**config.mk**
```make
export PLATFORM = sky130hd
export DESIGN_NAME = pipe_out_arbiter_flat
export DESIGN_NICKNAME = d
export VERILOG_FILES = /design/src/rtl/pipe_out_arbiter_if.sv /design/src/rtl/pipe_out_arbiter.sv /design/src/flat_wrapper.sv
export SDC_FILE = /design/constraint.sdc
export NUM_CORES = 1
export LEC_CHECK = 0
export BUFFER_PORTS_ARGS = -buffer_cell sky130_fd_sc_hd__buf_2
export CORE_MARGIN = 10
export CORE_UTILIZATION = 45
export DETAILED_ROUTE_END_ITERATION = 16
export PLACE_DENSITY = 0.87
export SLEW_MARGIN = 30
export SYNTH_ARGS = -nofsm -noshare
export SYNTH_HDL_FRONTEND = slang
export SYNTH_SLANG_ARGS = --single-unit
```
**constraint.sdc**
```tcl
create_clock -name clk -period 2.3 [get_ports clk]
set_input_delay 0.115 -clock clk [delete_from_list [all_inputs] [get_ports clk]]
set_output_delay 0.115 -clock clk [all_outputs]
set_load 0.1 [all_outputs]
```
**src/rtl/pipe_out_arbiter_if.sv**
```systemverilog
// pipe_out_arbiter_if
//
// Bundles the host Pipe Out endpoint, both source endpoints and the status
// outputs of pipe_out_arbiter.
//
// Handshake: one host word is transferred on every rising clk edge where
// host_read && host_ready. host_data is valid whenever host_ready is high.
// The granted source sees its srcN_read high on exactly those edges and
// must advance its data word after each one. A host_read while host_ready
// is low moves no data and sets the sticky underrun_err flag.
//
// Modports:
//   master - host/source side: drives host_read, src_en, srcN_ready,
//            srcN_data; observes everything else.
//   slave  - the arbiter.
//
// state_dbg mirrors the arbiter FSM state (0 = ARB, 1 = XFER).
`timescale 1ns/1ps
interface pipe_out_arbiter_if;
    logic        host_read;
    logic [15:0] host_data;
    logic        host_ready;
    logic [1:0]  src_en;
    logic        src0_ready;
    logic [15:0] src0_data;
    logic        src0_read;
    logic        src1_ready;
    logic [15:0] src1_data;
    logic        src1_read;
    logic [1:0]  grant;
    logic [15:0] block_cnt;
    logic        underrun_err;
    logic [15:0] stat0_blocks;
    logic [15:0] stat1_blocks;
    logic        state_dbg;

    modport master (
        output host_read, src_en, src0_ready, src0_data, src1_ready, src1_data,
        input  host_data, host_ready, src0_read, src1_read, grant, block_cnt,
               underrun_err, stat0_blocks, stat1_blocks, state_dbg
    );

    modport slave (
        input  host_read, src_en, src0_ready, src0_data, src1_ready, src1_data,
        output host_data, host_ready, src0_read, src1_read, grant, block_cnt,
               underrun_err, stat0_blocks, stat1_blocks, state_dbg
    );
endinterface

```
**src/rtl/pipe_out_arbiter.sv**
```systemverilog
// pipe_out_arbiter
//
// Block-granular round-robin arbiter sharing one host Pipe Out endpoint
// between two data sources. A source is granted for one whole block of
// BLOCK_WORDS words; host reads are steered to it and its data is muxed
// back to the host with no added latency.
//
// Parameters:
//   BLOCK_WORDS  words per granted block (2..65535)
//
// Ports:
//   clk    system clock, rising edge
//   reset  asynchronous, active-high reset
//   bus    pipe_out_arbiter_if.slave: host_read/host_data/host_ready,
//          src_en, srcN_ready/srcN_data/srcN_read, grant, block_cnt,
//          underrun_err, stat0_blocks/stat1_blocks, state_dbg
//
// Optional feature macro: PIPE_ARB_STATS_EN
//   defined     - stat0_blocks/stat1_blocks count completed blocks per source
//   not defined - no per-source counters; stat outputs tied to zero
`timescale 1ns/1ps
module pipe_out_arbiter #(
    parameter int BLOCK_WORDS = 512
) (
    input  logic              clk,
    input  logic              reset,
    pipe_out_arbiter_if.slave bus
);

    typedef enum logic {
        ST_ARB  = 1'b0,
        ST_XFER = 1'b1
    } state_t;

    localparam logic [15:0] LAST_IDX = 16'(BLOCK_WORDS - 1);

    state_t      state_q;
    state_t      state_d;
    logic [1:0]  grant_q;
    logic        last_grant_q;   // 0 = source 0 was granted last, 1 = source 1
    logic [15:0] word_cnt_q;
    logic [15:0] block_cnt_q;
    logic        underrun_q;

    logic [1:0]  cand;
    logic [1:0]  pick;
    logic        last_word;

    assign cand      = bus.src_en & {bus.src1_ready, bus.src0_ready};
    assign last_word = (state_q == ST_XFER) && bus.host_read && (word_cnt_q == LAST_IDX);

    // With both sources asking, the one not served last wins.
    always_comb begin
        pick = cand;
        if (cand == 2'b11) begin
            pick = last_grant_q ? 2'b01 : 2'b10;
        end
    end

    // State register.
    always_ff @(posedge clk or posedge reset) begin
        if (reset) begin
            state_q <= ST_ARB;
        end else begin
            state_q <= state_d;
        end
    end

    // Next-state logic.
    always_comb begin
        state_d = state_q;
        if (state_q == ST_ARB) begin
            if (cand != 2'b00) begin
                state_d = ST_XFER;
            end
        end else begin
            if (last_word) begin
                state_d = ST_ARB;
            end
        end
    end

    // Outputs. Reads and data follow the grant register combinationally, so
    // a source sees the host strobe in the same cycle.
    always_comb begin
        bus.host_ready = (state_q == ST_XFER);
        bus.src0_read  = bus.host_read & grant_q[0];
        bus.src1_read  = bus.host_read & grant_q[1];
        case (grant_q)
            2'b01:   bus.host_data = bus.src0_data;
            2'b10:   bus.host_data = bus.src1_data;
            default: bus.host_data = 16'h0000;
        endcase
        bus.grant        = grant_q;
        bus.block_cnt    = block_cnt_q;
        bus.underrun_err = underrun_q;
        bus.state_dbg    = state_q;
    end

    // Grant, word and block bookkeeping. Source ready/enable are only looked
    // at in ARB, so a source dropping out mid-block still finishes its block.
    always_ff @(posedge clk or posedge reset) begin
        if (reset) begin
            grant_q      <= 2'b00;
            last_grant_q <= 1'b1;
            word_cnt_q   <= 16'h0000;
            block_cnt_q  <= 16'h0000;
            underrun_q   <= 1'b0;
        end else if (state_q == ST_ARB) begin
            if (bus.host_read) begin
                underrun_q <= 1'b1;
            end
            if (cand != 2'b00) begin
                grant_q    <= pick;
                word_cnt_q <= 16'h0000;
            end
        end else if (bus.host_read) begin
            if (word_cnt_q == LAST_IDX) begin
                word_cnt_q   <= 16'h0000;
                grant_q      <= 2'b00;
                last_grant_q <= grant_q[1];
                block_cnt_q  <= block_cnt_q + 16'd1;
            end else begin
                word_cnt_q <= word_cnt_q + 16'd1;
            end
        end
    end

`ifdef PIPE_ARB_STATS_EN
    logic [15:0] stat0_q;
    logic [15:0] stat1_q;

    always_ff @(posedge clk or posedge reset) begin
        if (reset) begin
            stat0_q <= 16'h0000;
            stat1_q <= 16'h0000;
        end else if (last_word) begin
            if (grant_q[0]) begin
                stat0_q <= stat0_q + 16'd1;
            end
            if (grant_q[1]) begin
                stat1_q <= stat1_q + 16'd1;
            end
        end
    end

    assign bus.stat0_blocks = stat0_q;
    assign bus.stat1_blocks = stat1_q;
`else
    assign bus.stat0_blocks = 16'h0000;
    assign bus.stat1_blocks = 16'h0000;
`endif

endmodule

```
**src/flat_wrapper.sv**
```systemverilog
// flat-port wrapper written by rule: the top's interface ports become plain ports
module pipe_out_arbiter_flat 
#(
    parameter int BLOCK_WORDS = 512
)
  (clk, reset, bus_host_read, bus_src_en, bus_src0_ready, bus_src0_data, bus_src1_ready, bus_src1_data, bus_host_data, bus_host_ready, bus_src0_read, bus_src1_read, bus_grant, bus_block_cnt, bus_underrun_err, bus_stat0_blocks, bus_stat1_blocks, bus_state_dbg);
  pipe_out_arbiter_if bus_i ();
  input  logic clk;
  input  logic reset;
  input wire logic [$bits(bus_i.host_read)-1:0] bus_host_read;
  input wire logic [$bits(bus_i.src_en)-1:0] bus_src_en;
  input wire logic [$bits(bus_i.src0_ready)-1:0] bus_src0_ready;
  input wire logic [$bits(bus_i.src0_data)-1:0] bus_src0_data;
  input wire logic [$bits(bus_i.src1_ready)-1:0] bus_src1_ready;
  input wire logic [$bits(bus_i.src1_data)-1:0] bus_src1_data;
  output wire logic [$bits(bus_i.host_data)-1:0] bus_host_data;
  output wire logic [$bits(bus_i.host_ready)-1:0] bus_host_ready;
  output wire logic [$bits(bus_i.src0_read)-1:0] bus_src0_read;
  output wire logic [$bits(bus_i.src1_read)-1:0] bus_src1_read;
  output wire logic [$bits(bus_i.grant)-1:0] bus_grant;
  output wire logic [$bits(bus_i.block_cnt)-1:0] bus_block_cnt;
  output wire logic [$bits(bus_i.underrun_err)-1:0] bus_underrun_err;
  output wire logic [$bits(bus_i.stat0_blocks)-1:0] bus_stat0_blocks;
  output wire logic [$bits(bus_i.stat1_blocks)-1:0] bus_stat1_blocks;
  output wire logic [$bits(bus_i.state_dbg)-1:0] bus_state_dbg;
  assign bus_i.host_read = bus_host_read;
  assign bus_i.src_en = bus_src_en;
  assign bus_i.src0_ready = bus_src0_ready;
  assign bus_i.src0_data = bus_src0_data;
  assign bus_i.src1_ready = bus_src1_ready;
  assign bus_i.src1_data = bus_src1_data;
  assign bus_host_data = bus_i.host_data;
  assign bus_host_ready = bus_i.host_ready;
  assign bus_src0_read = bus_i.src0_read;
  assign bus_src1_read = bus_i.src1_read;
  assign bus_grant = bus_i.grant;
  assign bus_block_cnt = bus_i.block_cnt;
  assign bus_underrun_err = bus_i.underrun_err;
  assign bus_stat0_blocks = bus_i.stat0_blocks;
  assign bus_stat1_blocks = bus_i.stat1_blocks;
  assign bus_state_dbg = bus_i.state_dbg;
  pipe_out_arbiter #(.BLOCK_WORDS(BLOCK_WORDS)) u_core (.clk(clk), .reset(reset), .bus(bus_i));
endmodule
```
==> impl_results.md <==
* Status: completed
* Distinct cells, synth at 48
* Fin util at 0.577
* I/O Buffers at 77
* EDFF count, synth at 0
* Most used DFF post-synth: dfrtp_1
* Final Cycle Share at 0.925
* Starting Density at 0.474
* Root Driver: clkbuf_8
* CTS Sinks at 37
* Die area at 0.00889 mm²
* First drt pass iteration count at 4
* Worst path required time at 2.18 ns
* GRT Overall Usage at 0.141
* Nets at 384
* Commonest non-fill, non-tap cell in the layout: buf_2
* FILL cells at 461
* Worst Reg-to-Reg Cells at 5
* Cell area after layout at 0.00302 mm²
* DRC at 0
* Clock skew at 0.00839 ns
* Type of origin of the critical path: flip-flop
* Arrival @ worst endpoint at 2.01 ns
* Critical Path End Type: primary output
* Via count at 2117
* Total length of routed wires at 6.64 mm
* Clk buf depth at 2
* WS Path Type: flip-flop to primary output
* Worst IR Drop VDD at 356 µV
* I/O pins at 110
* Hold Crit Class: input pin to flip-flop
* Final setup vio count at 0
* Clk pin slew, worst setup/hold paths at 0.06 ns
* First-pass GRT wire length at 10.2 mm
* Most frequent cells in the layout: 77 x buf_2, 34 x dfrtp_1, 32 x conb_1
* Async SR Flop Fraction at 1.00
* Vias per inst at 5.14
* Inserted Clock Buffers at 5
* Row Count at 26
* Post-CTS Setup Bufs at 0
* Min-delay src: bus_src0_ready
* Max_cap viols at 0
* Diodes inserted at 0
* Antenna violations before repair at 0
* Hold Crit Depth at 3
* Routed WL per cell at 16.1 µm
* Later-pin clock latency in the skew report at 0.29 ns
* DIE WIDTH at 94.3 µm
* Setup tns final at 0 ns
* Cell count after synthesis at 266
* Die height at 94.3 µm
* TritonCTS clock tree: built
* Antenna violation net count after detailed routing at 0
* Flops & latches, synth at 37
* H-tree Lvls at 2
* Final Critical Period at 2.13 ns
* Gpl congestion at 0.819
* Power per cell area at 665 mW/mm²
* Ratio of cells with drive above 1 in the final layout at 0.374
* Fin cells at 412
* RSZ-0062 raised after global routing: false
* Critical R2R Launch: u_core.word_cnt_q[0]
* P_leak at 1.51 nW
* Seq/Total Area, Yosys at 0.373
* Final hold vios at 0
* Placed cells at 403
* Synth Warn # at 0
* Placed cell area at 0.00289 mm²
* Reg-to-reg slack, setup at 0.20 ns
* R2r endpoint: u_core.word_cnt_q[9]
* Final Total Pwr at 2.01 mW
* Initial DRC count at 127
* Max-slew violation count at 0
* Area growth syn-to-layout at 21.6%
* Avg Inst Size Synth at 9.34 µm²
* HPWL Detailed at 5.24 mm
* Mapped Area at 0.00248 mm²
* Grt ovf at 0
* Core ar. at 0.00524 mm²
* CP max FO at 16
* Largest net degree at the start of global routing at 38
* Sink of the worst hold path: u_core.bus.grant[0]
* Number of global-route vias before repair at 2144
* Fmax at 0.470 GHz
## power by group
part / switching, mW / total [mW] / internal [mW]
combinational: 0.586 / 0.702 / 0.116
clock: 0.223 / 0.576 / 0.353
sequential: 0.0434 / 0.730 / 0.687
total: 0.852 / 2.01 / 1.16
## synthesized netlist by cell type (3+ instances only)
| master | count | area [µm²] |
|---|---|---|
| a21o_1 | 3 | 22.5 |
| a21oi_1 | 7 | 35.0 |
| a22oi_1 | 16 | 120 |
| and2_1 | 6 | 37.5 |
| and3_1 | 4 | 25.0 |
| buf_4 | 35 | 263 |
| clkbuf_1 | 6 | 22.5 |
| dfrtp_1 | 36 | 901 |
| ha_1 | 4 | 50.1 |
| inv_1 | 6 | 22.5 |
| nand2_1 | 24 | 90.1 |
| nand3_1 | 8 | 40.0 |
| nand4_1 | 8 | 50.1 |
| nor2_1 | 22 | 82.6 |
| nor3_2 | 11 | 110 |
| o21ai_1 | 9 | 45.0 |
| o31ai_1 | 3 | 22.5 |
| or4_1 | 4 | 30.0 |
| xor2_1 | 17 | 149 |
## repair_timing
item                                    CTS  global route
hold endpoints to repair                 36             0
resized for setup                         1             1
cloned                                    0             0
pin swaps                                 0             0
endpoints found under the setup margin   10            13
hold buffers                              1             0
## logic make-up after synthesis
group | share of synthesized area
XOR/XNOR | 0.0670
flip-flops | 0.373
AO/OA/AOI/OAI | 0.147
other | 0.00151
AND/OR/NAND/NOR | 0.249
buffers and inverters | 0.134
multiplexers | 0.00906
adder cells (fa/ha/maj) | 0.0201
## per-layer routing
layer | wire length [µm] | track usage
met2 | 3460 | 0.245
met5 | 0 | 0
met4 | 113 | 0.0646
met3 | 543 | 0.0504
met1 | 2520 | 0.150
## worst max-delay path by stage
stage / from / to / cells after the start
after global routing: u_core.bus.grant[0] / bus_host_data[5] / 5
final: u_core.bus.grant[0] / bus_host_data[5] / 5
after detailed placement: u_core.word_cnt_q[0] / u_core.word_cnt_q[11] / 5
after floorplan: u_core.bus.host_ready / u_core.word_cnt_q[9] / 5
after CTS: u_core.bus.grant[1] / bus_host_data[5] / 5
after global placement: u_core.word_cnt_q[0] / u_core.word_cnt_q[11] / 5
## critical path: stages, from the launching register on
cell     delay (ns)
dfrtp_4        0.49
inv_1          0.09
ha_2           0.38
a22oi_1        0.20
nor2_4         0.13
buf_2          0.43
## per-stage QoR
stage                     hold slack [ns]  setup WS, ns
after global routing                0.162        0.0591
after detailed placement            0.245         0.233
after global placement              0.248         0.292
after floorplan                     0.282        0.0199
final                               0.145         0.173
after CTS                           0.132        0.0523
## state kept, by name, indices dropped and copies added (netlist names)
register                 count
u_core.bus.block_cnt        16
u_core.bus.grant             2
u_core.bus.host_ready        1
u_core.bus.underrun_err      1
u_core.last_grant_q          1
u_core.word_cnt_q           16
## cell type report
class	count	area (µm²)	area share
multi-input cells	209	1440	0.476
flip-flops and latches	37	932	0.309
repair buffers	82	425	0.141
well taps	70	87.6	0.0290
clock buffers	7	86.3	0.0286
clock inverters	1	30.0	0.00994
inverters	6	22.5	0.00746
Power figures use the tool's default switching activity.
